File: src/rtl/countdown_timer_if.sv
// countdown_timer_if: control inputs and BCD status outputs of the countdown timer.
interface countdown_timer_if;
    logic       load;
    logic [7:0] preset;
    logic       start;
    logic       pause;
    logic [7:0] time_reading;
    logic       running;
    logic       expired;
    modport master (output load, preset, start, pause, input time_reading, running, expired);
    modport slave (input load, preset, start, pause, output time_reading, running, expired);
endinterface

File: src/rtl/countdown_timer.sv
// countdown_timer: two-digit BCD countdown ticking once every CLK_FREQ cycles.
module countdown_timer #(
    parameter int CLK_FREQ = 100000000
) (
    input logic               clk,
    input logic               init_regs,
    countdown_timer_if.slave  bus
);
    localparam int DW = (CLK_FREQ > 1) ? $clog2(CLK_FREQ) : 1;
    localparam logic [1:0] IDLE = 2'd0, RUN = 2'd1, PAUSED = 2'd2, EXPIRED = 2'd3;
    logic [1:0]    state_q, state_d;
    logic [DW-1:0] div_q, div_d;
    logic [7:0]    rd_q, rd_d, dec, clamped;
    logic          running_q, running_d, expired_q, expired_d;
    always_comb begin
        clamped = {(bus.preset[7:4] > 4'd9) ? 4'd9 : bus.preset[7:4],
                   (bus.preset[3:0] > 4'd9) ? 4'd9 : bus.preset[3:0]};
        dec = (rd_q[3:0] == 4'd0) ? {rd_q[7:4] - 4'd1, 4'd9} : {rd_q[7:4], rd_q[3:0] - 4'd1};
        state_d = state_q;
        div_d = div_q;
        rd_d = rd_q;
        if (init_regs) begin
            state_d = IDLE;
            div_d = '0;
            rd_d = 8'h00;
        end else if (bus.load) begin
            state_d = IDLE;
            div_d = '0;
            rd_d = clamped;
        end else begin
            case (state_q)
                RUN: begin
                    if (bus.pause) begin
                        state_d = PAUSED;
                    end else if (div_q == DW'(CLK_FREQ - 1)) begin
                        // The edge that writes 00 also enters EXPIRED, so expired rises with 00.
                        div_d = '0;
                        rd_d = (rd_q == 8'h00) ? 8'h00 : dec;
                        state_d = (rd_q <= 8'h01) ? EXPIRED : RUN;
                    end else begin
                        div_d = div_q + DW'(1);
                    end
                end
                IDLE, PAUSED: begin
                    if (bus.start && !(state_q == PAUSED && bus.pause))
                        state_d = (rd_q != 8'h00) ? RUN : EXPIRED;
                end
                default: rd_d = 8'h00;
            endcase
        end
        running_d = (state_d == RUN);
        expired_d = (state_d == EXPIRED);
    end
    always_ff @(posedge clk) begin
        state_q <= state_d;
        div_q <= div_d;
        rd_q <= rd_d;
        running_q <= running_d;
        expired_q <= expired_d;
    end
    assign bus.time_reading = rd_q;
    assign bus.running = running_q;
    assign bus.expired = expired_q;
endmodule

File: src/flat_wrapper.sv
// flat-port wrapper written by rule: the top's interface ports become plain ports
module countdown_timer_flat 
#(
    parameter int CLK_FREQ = 100000000
)
  (clk, init_regs, bus_load, bus_preset, bus_start, bus_pause, bus_time_reading, bus_running, bus_expired);
  countdown_timer_if bus_i ();
  input logic clk;
  input logic init_regs;
  input wire logic [$bits(bus_i.load)-1:0] bus_load;
  input wire logic [$bits(bus_i.preset)-1:0] bus_preset;
  input wire logic [$bits(bus_i.start)-1:0] bus_start;
  input wire logic [$bits(bus_i.pause)-1:0] bus_pause;
  output wire logic [$bits(bus_i.time_reading)-1:0] bus_time_reading;
  output wire logic [$bits(bus_i.running)-1:0] bus_running;
  output wire logic [$bits(bus_i.expired)-1:0] bus_expired;
  assign bus_i.load = bus_load;
  assign bus_i.preset = bus_preset;
  assign bus_i.start = bus_start;
  assign bus_i.pause = bus_pause;
  assign bus_time_reading = bus_i.time_reading;
  assign bus_running = bus_i.running;
  assign bus_expired = bus_i.expired;
  countdown_timer #(.CLK_FREQ(CLK_FREQ)) u_core (.clk(clk), .init_regs(init_regs), .bus(bus_i));
endmodule
File: config.mk
export PLATFORM = sky130hd
export DESIGN_NAME = countdown_timer_flat
export DESIGN_NICKNAME = d
export VERILOG_FILES = /design/src/rtl/countdown_timer_if.sv /design/src/rtl/countdown_timer.sv /design/src/flat_wrapper.sv
export SDC_FILE = /design/constraint.sdc
export NUM_CORES = 1
export LEC_CHECK = 0
export ABC_AREA = 0
export CAP_MARGIN = 20
export CORE_MARGIN = 3
export CORE_UTILIZATION = 55
export DETAILED_ROUTE_END_ITERATION = 10
export GPL_ROUTABILITY_DRIVEN = 0
export PLACE_DENSITY_LB_ADDON = 0.08
export SLEW_MARGIN = 20
export SYNTH_ARGS = -nofsm -noshare
export SYNTH_HDL_FRONTEND = slang
export SYNTH_SLANG_ARGS = --single-unit
File: constraint.sdc
create_clock -name clk -period 2.5 [get_ports clk]
set_input_delay 0.25 -clock clk [delete_from_list [all_inputs] [get_ports clk]]
set_output_delay 0.25 -clock clk [all_outputs]
set_load 0.03 [all_outputs]
# == Word level (Yosys, flattened, before mapping) ==
# Cells that the tools add are included.
# op_classes
mux,17
order_cmp,3
n_bitwise,1
add_sub_neg,3
eq_ne,9
n_shift,0
div_mod_pow,0
n_reduce_logical,12
n_mul,0
# op_table
op,n
two-way mux 8 bit,5
"adder 27 x 1 -> 27 bit, second input constant",1
"== test 27 bit, second input constant",1
two-way mux 27 bit,1
one-hot mux 8 bit (2 select lines),1
two-way mux 2 bit,7
"greater-than comparator 4 bit, second input constant",2
"<= comparator 8 x 1 -> 1 bit, second input constant",1
logical NOT 8 bit,1
two-way mux 4 bit,2
nonzero test 8 bit,1
"subtractor 4 x 1 -> 4 bit, second input constant",2
"== test 2 x 1 -> 1 bit, second input constant",2
"== test 2 bit, second input constant",2
logical NOT 4 bit,1
"inequality test 4 x 2 -> 1 bit, second input constant",1
one-hot mux 2 bit (2 select lines),1
AND reduction 4 bit,1
OR reduction 2 bit,2
"inequality test 3 x 2 -> 1 bit, second input constant",1
"inequality test 3 bit, second input constant",1
AND reduction 3 bit,1
logical AND 1 bit,2
logical NOT 2 bit,1
other kinds (4),4
# word_totals
ramBits,0
mem_bits_ro,0
ff_bits,39
n_memories,0
latchBits,0

# == Depth between registers and ports, before layout ==
# Gate-level depths: netlist of the first run.
# depth
word_depth,9
ltp_mapped,7

# == Least setup slack after synthesis of the first run ==
# OpenSTA, ideal clock, no wires.
# synth_path
path_kind,flip-flop to flip-flop
start,register u_core.div_q[8]
end,register u_core.rd_q[3] (netlist: u_core.bus.time_reading[3])
path_slack_ns,0.271
setup_time_ns,0.123
stages_incl_launch_ff,7
t_arrival_ns,2.107
required_time_ns,2.377
path_cell_list,dfxtp_1 -> or4_1 -> or4_1 -> or4_1 -> buf_2 -> o211ai_1 -> a21oi_1
# synth_between
elab_chain_cells,3
# synth_lines
element,line,text
from (decl),countdown_timer.sv:12,"logic [DW-1:0] div_q, div_d;"
from (signal assigned),countdown_timer.sv:56,div_q <= div_d;
== test 27 bit,countdown_timer.sv:35,end else if (div_q == DW'(CLK_FREQ - 1)) begin
inequality test 3 x 2 -> 1 bit (no line),-,
AND reduction 3 bit (no line),-,
to (signal assigned),countdown_timer.sv:57,rd_q <= rd_d;
to (decl),countdown_timer.sv:13,"logic [7:0] rd_q, rd_d, dec, clamped;"
# No other way between the ends.
# A chain may end at the register's enable or synchronous reset.

# == Worst setup path in the final report of the first run ==
# Ends and elaborated chain as after synthesis.

==> results of run 1 <==
-- cell usage after synthesis --
| master | number |
|---|---|
| o22ai_1 | 1 |
| clkbuf_1 | 7 |
| nor4bb_1 | 1 |
| o311a_1 | 1 |
| a41o_1 | 1 |
| clkbuf_2 | 1 |
| or3_1 | 4 |
| o21a_1 | 4 |
| and2_1 | 2 |
| nor3_1 | 9 |
| or2_2 | 1 |
| nand2b_1 | 3 |
| or3b_2 | 2 |
| o31a_1 | 1 |
| a22oi_1 | 4 |
| a31oi_1 | 1 |
| nand4_1 | 3 |
| o211ai_1 | 3 |
| xor2_1 | 4 |
| nor4_2 | 1 |
| inv_1 | 13 |
| xnor2_1 | 23 |
| a21oi_1 | 9 |
| nor3b_2 | 1 |
| a211oi_2 | 1 |
| a311oi_1 | 1 |
| a221o_1 | 1 |
| and4_1 | 2 |
| nor2_1 | 37 |
| nor2b_1 | 2 |
| dfxtp_1 | 39 |
| and3_1 | 2 |
| nand3_1 | 17 |
| nand4bb_1 | 1 |
| buf_2 | 3 |
| o21ai_0 | 10 |
| or4_1 | 7 |
| o31ai_1 | 1 |
| nor3b_1 | 3 |
| ha_1 | 3 |
| a211oi_1 | 1 |
| nor4_1 | 12 |
| nand2_1 | 20 |
-- cells in the final DEF (no fill, tap or decap), types with 2 or more instances in the layout --
cell type        netlist  routed
nand4_1                3       3
nor4_1                12      12
or3b_2                 2       2
o21ai_0               10      10
a21oi_1                9       9
xor2_1                 4       4
xnor2_1               23      23
o211ai_1               3       3
nor3b_1                3       3
nor2b_1                2       2
nor2_1                37      37
inv_1                 13      13
or3_1                  4       4
clkdlybuf4s50_1        0      22
and2_1                 2       2
nand3_1               17      17
a22oi_1                4       4
clkbuf_8               0       7
nand2_1               20      20
ha_1                   3       3
and4_1                 2       2
dfxtp_1               39      39
or4_1                  7       7
nand2b_1               3       3
o21a_1                 4       4
nor3_1                 9       9
and3_1                 2       2
buf_4                  0       6
-- flip-flops by register name, summed over array words and instances (netlist names) --
name / cells
u_core.bus.expired: 1
u_core.bus.time_reading: 8
u_core.div_q: 27
u_core.bus.running: 1
u_core.state_q: 2
-- worst min-delay path, cell delays in order (launching register included) --
cell	delay [ns]
dfxtp_1	0.33
nand2_1	0.06
a21oi_1	0.05
-- path summary, 6_finish.rpt --
path	endpoint	slack (ns)	depth (start not counted)
setup / recovery	u_core.bus.time_reading[3]$_SDFFE_PP0P_	0.14	5
hold / removal	u_core.div_q[1]$_SDFFE_PP0P_	0.48	2
setup reg to reg	u_core.bus.time_reading[3]$_SDFFE_PP0P_	0.14	5
hold reg to reg	u_core.div_q[1]$_SDFFE_PP0P_	0.48	2
-- logic make-up after synthesis --
logic type	share of synthesized area (%)
simple gates	32.5
compound gates	12.6
flops	37.2
xor+xnor	11.3
buf+inv	4.53
fa+ha+maj	1.79
-- layout make-up --
| cell class | instances | area [sq um] |
|---|---|---|
| multi-input combinational | 200 | 1220 |
| timing repair buffer | 29 | 285 |
| clock buffer | 7 | 96.3 |
| tap | 46 | 57.6 |
| sequential | 39 | 781 |
| clock inverter | 1 | 7.51 |
| inverter | 13 | 48.8 |
| fill | 303 | 997 |
-- per-stage QoR --
step,util [%],total power [uW],instance area [sq um]
floorplan,-,738,2100
finish,71.5,1250,2500
detailed placement,68.5,795,2390
global placement,68.5,794,2390
global route,71.5,1300,2500
CTS,71.5,1260,2500
-- power groups by stage --
stage | clock network, uW | logic [uW] | registers (uW)
global placement | 0 | 134 | 659
detailed placement | 0 | 136 | 659
floorplan | 0 | 72.2 | 665
global route | 506 | 150 | 647
finish | 471 | 137 | 645
CTS | 480 | 137 | 645
-- layer usage --
| layer | GRT usage (%) | share of wire (%) | vias to the layer above |
|---|---|---|---|
| li1 | - | - | 981 |
| met1 | 27.2 | 44 | 898 |
| met2 | 37.3 | 49 | 48 |
| met3 | 5.49 | 5.6 | 5 |
| met4 | 6.33 | 0.85 | 0 |
| met5 | 0 | 0 | - |
==> qor.log, run 1 <==
qor: clocking.cts-htree-levels 2
qor: critical_path.critical-path-top-delay-family simple AND/OR/NAND/NOR gates
qor: clocking.post-cts-setup-buffers 0
qor: placed_design.buffer_ports.inserted 22
qor: critical_path.critical_path_fanouts_max 7
qor: power_and_ir_drop.ir_worst_vdd 0.407 mV
qor: clocking.tritoncts_clock_tree built
qor: sta.max_slew_headroom_at_the_worst_pin 69.9%
qor: clocking.post_cts_resized 0
qor: critical_path.slowest_stage or4_1
qor: synth.synth.yosys.seq_area_share 37.2%
qor: critical_path.cell_mode_on_critical_path or4_1
qor: critical_path.timing.critical_path.cells or4_1 -> or4_1 -> or4_1 -> o211ai_1 -> a21oi_1
qor: power_and_ir_drop.leakage 0.000791 uW
qor: worst_hold_path.hold_class register to register
qor: critical_path.worst_ep_required_time 2.67 ns
qor: worst_hold_path.hold_path_startpoint u_core.div_q[1]$_SDFFE_PP0P_
qor: global_route.grt_max_degree 27
qor: power_and_ir_drop.total_switching_power 305 uW
qor: detailed_routing.detail_route.wl_per_cell 13.4 um
qor: power_and_ir_drop.p_per_area 502 nW/um^2
qor: critical_path.worst_setup_path_startpoint u_core.div_q[8]$_SDFFE_PP0P_
qor: detailed_routing.drt-pass1-iter-count 5
qor: clocking.holdBufCountCts 0
qor: detailed_routing.drt_wl_total 4490 um
qor: synth.post-synth-top-area-cell dfxtp_1
qor: floorplanning.initial_core_util 60.0%
qor: synth.yosysTopAreaCellShare 37.2%
qor: synth.mappedNetlistNets 279
qor: synth.yosys_warnings 0
qor: detailed_routing.dr.first_iter.drc_count 246
qor: critical_path.endpoint_kind register
qor: sta.slew_viol_final 0
qor: sta.fin_crit 2.36 ns
qor: floorplanning.die_width 67.7 um
qor: power_and_ir_drop.netSwitchingFraction 24.4%
qor: critical_path.setup.worst_path.class register to register
qor: critical_path.worstReg2RegStart u_core.div_q[8]$_SDFFE_PP0P_
qor: clocking.clock_sink_count 39
qor: synth.synth.cell_area 2100 sq um
qor: detailed_routing.vias_per_cell 5.77
qor: clocking.clk_latency 0.29 ns
qor: synth.syn_inst 263
qor: floorplanning.die_height 67.7 um
qor: finish.share_of_layout_cells_above_drive_strength_1 7.27%
qor: floorplanning.die_area 4590 sq um
qor: finish.final_nets 304
qor: global_route.grt_use_total 21.9%
qor: clocking.number_of_clock_buffers_inserted_by_tritoncts 5
qor: clocking.ctsRootBufferMaster clkbuf_8
qor: floorplanning.floorplan.core_area 3490 sq um
qor: synth.syn_area_per_cell 7.97 sq um
qor: job.timing.max_cap.violations 0
qor: global_route.grt_pass1_vias 1715
qor: sta.rsz0062_at_grt false
qor: power_and_ir_drop.p_int 947 uW
qor: sta.report.final.hold_viol_count 0
qor: power_and_ir_drop.share_clk_of_total_power 37.6%
qor: detailed_routing.final_antenna_net_count 0
qor: placed_design.pre_cts_ws 0.151 ns
qor: sta.timing.final.crit_share 94.2%
qor: sta.max_freq 425 MHz
qor: critical_path.cp.buffers_inverters 0
qor: placed_design.post-place-cells 327
qor: run_status.run_status completed
qor: power_and_ir_drop.power.share.sequential 51.5%
qor: floorplanning.rows 21
qor: critical_path.timing.critical_path.slowest_cell_delay 0.54 ns
qor: detailed_routing.vias 1932
qor: detailed_routing.detail_route.drc_violations 0
qor: critical_path.startpoint_type register
qor: clocking.clk_pin_slew 0.08 ns
qor: placed_design.hpwl 3240 um
qor: global_route.global_route_overflow 0
qor: finish.syn_to_final_growth 19.1%
qor: floorplanning.io_pins 23
qor: global_route.grt_first_pass_wirelength 7630 um
qor: sta.worst_slew_pin_slew 0.451 ns
qor: global_route.antenna_found_initial 0
qor: synth.synth.top_cells.by_area dfxtp_1, xnor2_1, nor2_1, nand3_1, nand2_1
qor: power_and_ir_drop.share_comb_of_total_power 10.9%
qor: synth.yosys_register_bits 39
qor: synth.post_synth_num_cell_types 43
qor: sta.finalSetupViolations 0
qor: critical_path.timing.critical_path.arrival 2.53 ns
qor: sta.worst_clock_skew 0.00719 ns
qor: finish.antenna_cells 0
qor: sta.final_worst_hold_slack 0.484 ns
qor: clocking.clock_path_buffers 2
qor: sta.final_critical_path_setup_slack 0.144 ns
qor: finish.finalNonFillerCells 335
qor: sta.fin_tns_setup 0 ns
Power figures use the tool's default switching activity.
==> inputs of run 2 (changes only) <==
PLACE_DENSITY = 0.81   (was not set)
PLACE_DENSITY_LB_ADDON = not set   (was 0.08)
==> run 2 against run 1 <==
Compared with the run above: clock-buffer cell count unchanged; clock power decreased by 14%; sequential share of layout area increased by 0.19 points; maximum frequency decreased by 0.94%; combinational power about the same; final area decreased by 0.60%; via count increased by 0.47%; hold slack improved by 0.012 ns; sequential power about the same; first-iteration DRC count decreased by 40%; critical path type unchanged; largest power group unchanged.
==> qor.log, run 2 (synthesized netlist as in run 1, its figures left out) <==
qor: power_and_ir_drop.ir_worst_vdd 0.397 mV [was 0.407 mV]
qor: placed_design.post-place-cells 328 [was 327]
qor: global_route.grt_pass1_vias 1820 [was 1715]
qor: sta.finalSetupViolations 0 [unchanged]
qor: sta.final_critical_path_setup_slack 0.122 ns [was 0.144 ns]
qor: global_route.grt_first_pass_wirelength 8070 um [was 7630 um]
qor: global_route.antenna_found_initial 0 [unchanged]
qor: detailed_routing.drt_wl_total 4670 um [was 4490 um]
qor: detailed_routing.detail_route.wl_per_cell 13.9 um [was 13.4 um]
qor: finish.antenna_cells 0 [unchanged]
qor: sta.fin_tns_setup 0 ns [unchanged]
qor: critical_path.endpoint_kind register [unchanged]
qor: run_status.run_status completed [unchanged]
qor: sta.slew_viol_final 0 [unchanged]
qor: worst_hold_path.hold_class register to register [unchanged]
qor: power_and_ir_drop.p_per_area 478 nW/um^2 [was 502 nW/um^2]
qor: critical_path.startpoint_type register [unchanged]
qor: sta.timing.final.crit_share 95.1% [was 94.2%]
qor: floorplanning.die_width 67.7 um [unchanged]
qor: job.timing.max_cap.violations 0 [unchanged]
qor: clocking.post_cts_resized 0 [unchanged]
qor: detailed_routing.vias_per_cell 5.78 [was 5.77]
qor: clocking.holdBufCountCts 0 [unchanged]
qor: critical_path.worst_setup_path_startpoint u_core.div_q[8]$_SDFFE_PP0P_ [unchanged]
qor: sta.worst_slew_pin_slew 0.459 ns [was 0.451 ns]
qor: power_and_ir_drop.leakage 0.000787 uW [was 0.000791 uW]
qor: finish.largest_register_ffs 27 [unchanged]
qor: placed_design.hpwl 3390 um [was 3240 um]
qor: floorplanning.die_area 4590 sq um [unchanged]
qor: detailed_routing.drt-pass1-iter-count 4 [was 5]
qor: finish.final_common_cell dfxtp_1 [unchanged]
qor: floorplanning.die_height 67.7 um [unchanged]
qor: placed_design.buffer_ports.inserted 22 [unchanged]
qor: sta.rsz0062_at_grt false [unchanged]
qor: sta.report.final.hold_viol_count 0 [unchanged]
qor: clocking.clk_pin_slew 0.07 ns [was 0.08 ns]
qor: finish.share_of_layout_cells_above_drive_strength_1 6.90% [was 7.27%]
qor: finish.syn_to_final_growth 18.4% [was 19.1%]
qor: placed_design.pre_cts_ws 0.142 ns [was 0.151 ns]
qor: critical_path.timing.critical_path.arrival 2.55 ns [was 2.53 ns]
qor: finish.finalNonFillerCells 336 [was 335]
qor: finish.final_nets 305 [was 304]
qor: floorplanning.initial_core_util 60.0% [unchanged]
qor: sta.max_slew_headroom_at_the_worst_pin 69.4% [was 69.9%]
qor: floorplanning.io_pins 23 [unchanged]
qor: global_route.grt_use_total 23.2% [was 21.9%]
qor: critical_path.worstReg2RegStart u_core.div_q[8]$_SDFFE_PP0P_ [unchanged]
qor: power_and_ir_drop.power.total 1190 uW [was 1250 uW]
qor: critical_path.critical_path_fanouts_max 7 [unchanged]
qor: sta.max_freq 421 MHz [was 425 MHz]
qor: sta.worst_clock_skew 0.00510 ns [was 0.00719 ns]
qor: critical_path.setup.worst_path.class register to register [unchanged]
qor: clocking.cts-htree-levels 2 [unchanged]
qor: clocking.tritoncts_clock_tree built [unchanged]
qor: detailed_routing.dr.first_iter.drc_count 147 [was 246]
qor: clocking.clock_path_buffers 2 [unchanged]
qor: global_route.global_route_overflow 0 [unchanged]
qor: detailed_routing.final_antenna_net_count 0 [unchanged]
qor: clocking.ctsRootBufferMaster clkbuf_8 [unchanged]
qor: clocking.clock_sink_count 39 [unchanged]
qor: clocking.number_of_clock_buffers_inserted_by_tritoncts 5 [unchanged]
qor: detailed_routing.detail_route.drc_violations 0 [unchanged]
qor: finish.largest-register u_core.div_q [unchanged]
qor: clocking.clk_latency 0.29 ns [about the same]
qor: clocking.post-cts-setup-buffers 0 [unchanged]
qor: floorplanning.floorplan.core_area 3490 sq um [unchanged]
qor: finish.layout_common_cells dfxtp_1, nor2_1, xnor2_1, clkdlybuf4s50_1, nand2_1 [unchanged]
qor: worst_hold_path.hold_path_startpoint u_core.div_q[1]$_SDFFE_PP0P_ [unchanged]
qor: detailed_routing.vias 1941 [was 1932]
qor: floorplanning.rows 21 [unchanged]
qor: global_route.grt_max_degree 27 [unchanged]
qor: finish.final_core_utilization 71.0% [was 71.5%]
qor: critical_path.worst_ep_required_time 2.67 ns [about the same]
qor: sta.fin_crit 2.38 ns [was 2.36 ns]
-- run 2: where the power goes --
part / switching, uW / internal (uW) / leakage, uW
Sequential: 14.8 / 630 / 0.000316
Clock: 208 / 196 / 0.0000422
Combinational: 70.9 / 67.6 / 0.000430
-- run 2: per-stage QoR --
| step | instance area, sq um | hold slack, ns |
|---|---|---|
| floorplan | 2100 | 0.359 |
| global placement | 2400 | 0.464 |
| detailed placement | 2400 | 0.491 |
| CTS | 2480 | 0.501 |
| global route | 2480 | 0.526 |
| finish | 2480 | 0.496 |
-- run 2: worst max-delay path, cell delays in order, from the launching register on --
cell and delay [ns]:
dfxtp_1 0.33, or4_1 0.53, or4_1 0.52, or4_1 0.56, o211ai_1 0.23, a21oi_1 0.09
-- run 2: per-layer routing --
layer,share of wire (%),GRT usage [%],up-vias
li1,-,-,976
met1,47,30.5,902
met2,46,37.1,58
met3,6.3,5.49,5
met4,0.79,7.59,0
met5,0,0,-
-- run 2: layout make-up --
cell class                      count  area [sq um]
Clock buffer                        7          76.3
Clock inverter                      1          5.00
Fill cell                         301          1010
Inverter                           13          48.8
Multi-Input combinational cell    200          1220
Sequential cell                    39           781
Tap cell                           46          57.6
Timing Repair Buffer               30           293
-- run 2: worst paths after layout --
check | to | slack [ns] | cells past startpoint
worst max register to register | u_core.bus.time_reading[3]$_SDFFE_PP0P_ | 0.12 | 5
worst min register to register | u_core.div_q[1]$_SDFFE_PP0P_ | 0.50 | 2
worst min-delay path | u_core.div_q[1]$_SDFFE_PP0P_ | 0.50 | 2
worst max-delay path | u_core.bus.time_reading[3]$_SDFFE_PP0P_ | 0.12 | 5
==> RTL change: new RTL, settings of run 1 <==
`CLK_FREQ` is set to 100000000 in 2 places; all go to 200000000.
--- a/src/rtl/countdown_timer.sv
+++ b/src/rtl/countdown_timer.sv
@@ -1,6 +1,6 @@
 // countdown_timer: two-digit BCD countdown ticking once every CLK_FREQ cycles.
 module countdown_timer #(
-    parameter int CLK_FREQ = 100000000
+    parameter int CLK_FREQ = 200000000
 ) (
     input logic               clk,
     input logic               init_regs,
--- a/src/flat_wrapper.sv
+++ b/src/flat_wrapper.sv
@@ -1,7 +1,7 @@
 // flat-port wrapper written by rule: the top's interface ports become plain ports
 module countdown_timer_flat 
 #(
-    parameter int CLK_FREQ = 100000000
+    parameter int CLK_FREQ = 200000000
 )
   (clk, init_regs, bus_load, bus_preset, bus_start, bus_pause, bus_time_reading, bus_running, bus_expired);
   countdown_timer_if bus_i ();
Behaviour: no difference found for any inputs over 10 cycles, from zero or initial values; that may be too few to reach the edited logic, so the function may still have changed.
==> RTL change against run 1 <==
  * Synthesized area rose by 4.1%
  * Clock power increased by 18%
  * Setup slack improved by 0.12 ns
  * Die area increased by 3.8%
  * Critical path type unchanged
  * Critical endpoint is now u_core.bus.time_reading[4]
  * Utilization is 2.5 points lower
  * Power increased by 9.3%
  * Routed wire length up 2.5%
  * Sequential cell count increased by 1
  * Count of clock-buffer cells in the layout decreased by 1
  * Design area up 3.4%
==> RTL change: results <==
# TYPE chip_impl_metric gauge
chip_impl_metric{name="placed_area",unit="um2"} 2460
chip_impl_metric{name="worstPathArrival",unit="ns"} 2.41
chip_impl_info{name="synth_top_cells_by_area",value="dfxtp_1 (37%), xor2_1 (7.6%), nor2_1 (5.8%)"} 1
chip_impl_metric{name="cellLeakagePower",unit="nW"} 0.916
chip_impl_metric{name="synth_sequential_area_ratio",unit="%"} 36.7
chip_impl_metric{name="grt_max_degree",unit=""} 29
chip_impl_metric{name="adder_cell_share_of_the_synthesized_area",unit="%"} 1.72
chip_impl_metric{name="drt_first_iter_violations",unit=""} 163
chip_impl_metric{name="clock_skew",unit="ns"} 0.00789
chip_impl_metric{name="final_layout_size_suffix_gt1_share",unit="%"} 9.54
chip_impl_metric{name="place_inst",unit=""} 323
chip_impl_metric{name="clock.fmax",unit="MHz"} 447
chip_impl_metric{name="layout.cells.non_filler",unit=""} 331
chip_impl_metric{name="intPower",unit="mW"} 1.05
chip_impl_metric{name="num_vias",unit=""} 1917
chip_impl_info{name="largest_register",value="u_core.div_q"} 1
chip_impl_metric{name="max_slew.worst_pin.slew",unit="ns"} 0.655
chip_impl_metric{name="synth.area.mux_share",unit="%"} 0.974
chip_impl_metric{name="syn_area_per_cell",unit="um2"} 8.56
chip_impl_metric{name="regToRegSetupSlack",unit="ns"} 0.26
chip_impl_metric{name="place_hpwl",unit="um"} 3370
chip_impl_metric{name="grtUsageTotal",unit="%"} 20.4
chip_impl_info{name="cts_root_buf",value="clkbuf_8"} 1
chip_impl_metric{name="fin_hold_ws",unit="ns"} 0.497
chip_impl_metric{name="synth.distinct_cells",unit=""} 56
chip_impl_metric{name="number_of_global_route_vias_before_repair",unit=""} 1812
chip_impl_metric{name="drt_pass1_iterations",unit=""} 4
chip_impl_metric{name="dp_slack",unit="ns"} 0.186
chip_impl_metric{name="largest_reg_flops",unit=""} 28
chip_impl_metric{name="share_of_the_synthesized_area_in_compound_gates_ao_oa_aoi_oai",unit="%"} 14.2
chip_impl_info{name="outcome",value="complete, no violations"} 1
chip_impl_metric{name="grt_pass1_wl",unit="um"} 8180
chip_impl_metric{name="ir_drop",unit="uV"} 361
chip_impl_metric{name="xor_xnor_cell_area_share_of_the_yosys_netlist",unit="%"} 9.23
[RTL change: final timing paths]
check	cells past startpoint	end	from
worst max-delay path	5	u_core.bus.time_reading[4]	u_core.div_q[9]
worst min-delay path	2	u_core.div_q[27]	u_core.div_q[27]
worst max register to register	5	u_core.bus.time_reading[4]	u_core.div_q[9]
worst min register to register	2	u_core.div_q[27]	u_core.div_q[27]
[RTL change: layout make-up]
type / instances / area (um2)
tap: 48 / 60.1
clock inverter: 2 / 38.8
sequential: 40 / 801
multi-input combinational: 198 / 1280
clock buffer: 6 / 82.6
timing repair buffer: 30 / 293
inverter: 7 / 26.3
fill: 319 / 1160
[RTL change: worst max-delay path, stage by stage, from the launching register on]
cell and delay (ns):
dfxtp_1 0.38, nand4bb_1 0.19, or3_1 0.46, nor4_1 0.58, nor2_1 0.16, mux2_1 0.35
[RTL change: logic make-up (layout without fill, tap and decap cells)]
family,after synthesis,count (layout)
and+or+nand+nor,125,125
AOI/OAI and AO/OA,45,45
DFF,40,40
xor gates and xnor gates,23,23
buffers and inverters,17,45
adders and majority gates,3,3
muxes,2,2
[RTL change: layer usage]
layer	part of all wire, %	up-vias	GRT usage (%)	wire length (um)
met2	43	47	30.0	2000
met3	5.4	7	4.23	250
met5	0	-	0	0
li1	-	972	-	-
met1	50	891	29.6	2290
met4	1.4	0	6.51	63
[RTL change: power by group through the flow]
stage | Clock (mW) | Combinational [mW] | Sequential, mW
after floorplan | 0 | 0.0844 | 0.686
after global placement | 0 | 0.152 | 0.675
after detailed placement | 0 | 0.153 | 0.676
after CTS | 0.565 | 0.154 | 0.661
after global routing | 0.592 | 0.169 | 0.663
final | 0.554 | 0.154 | 0.661
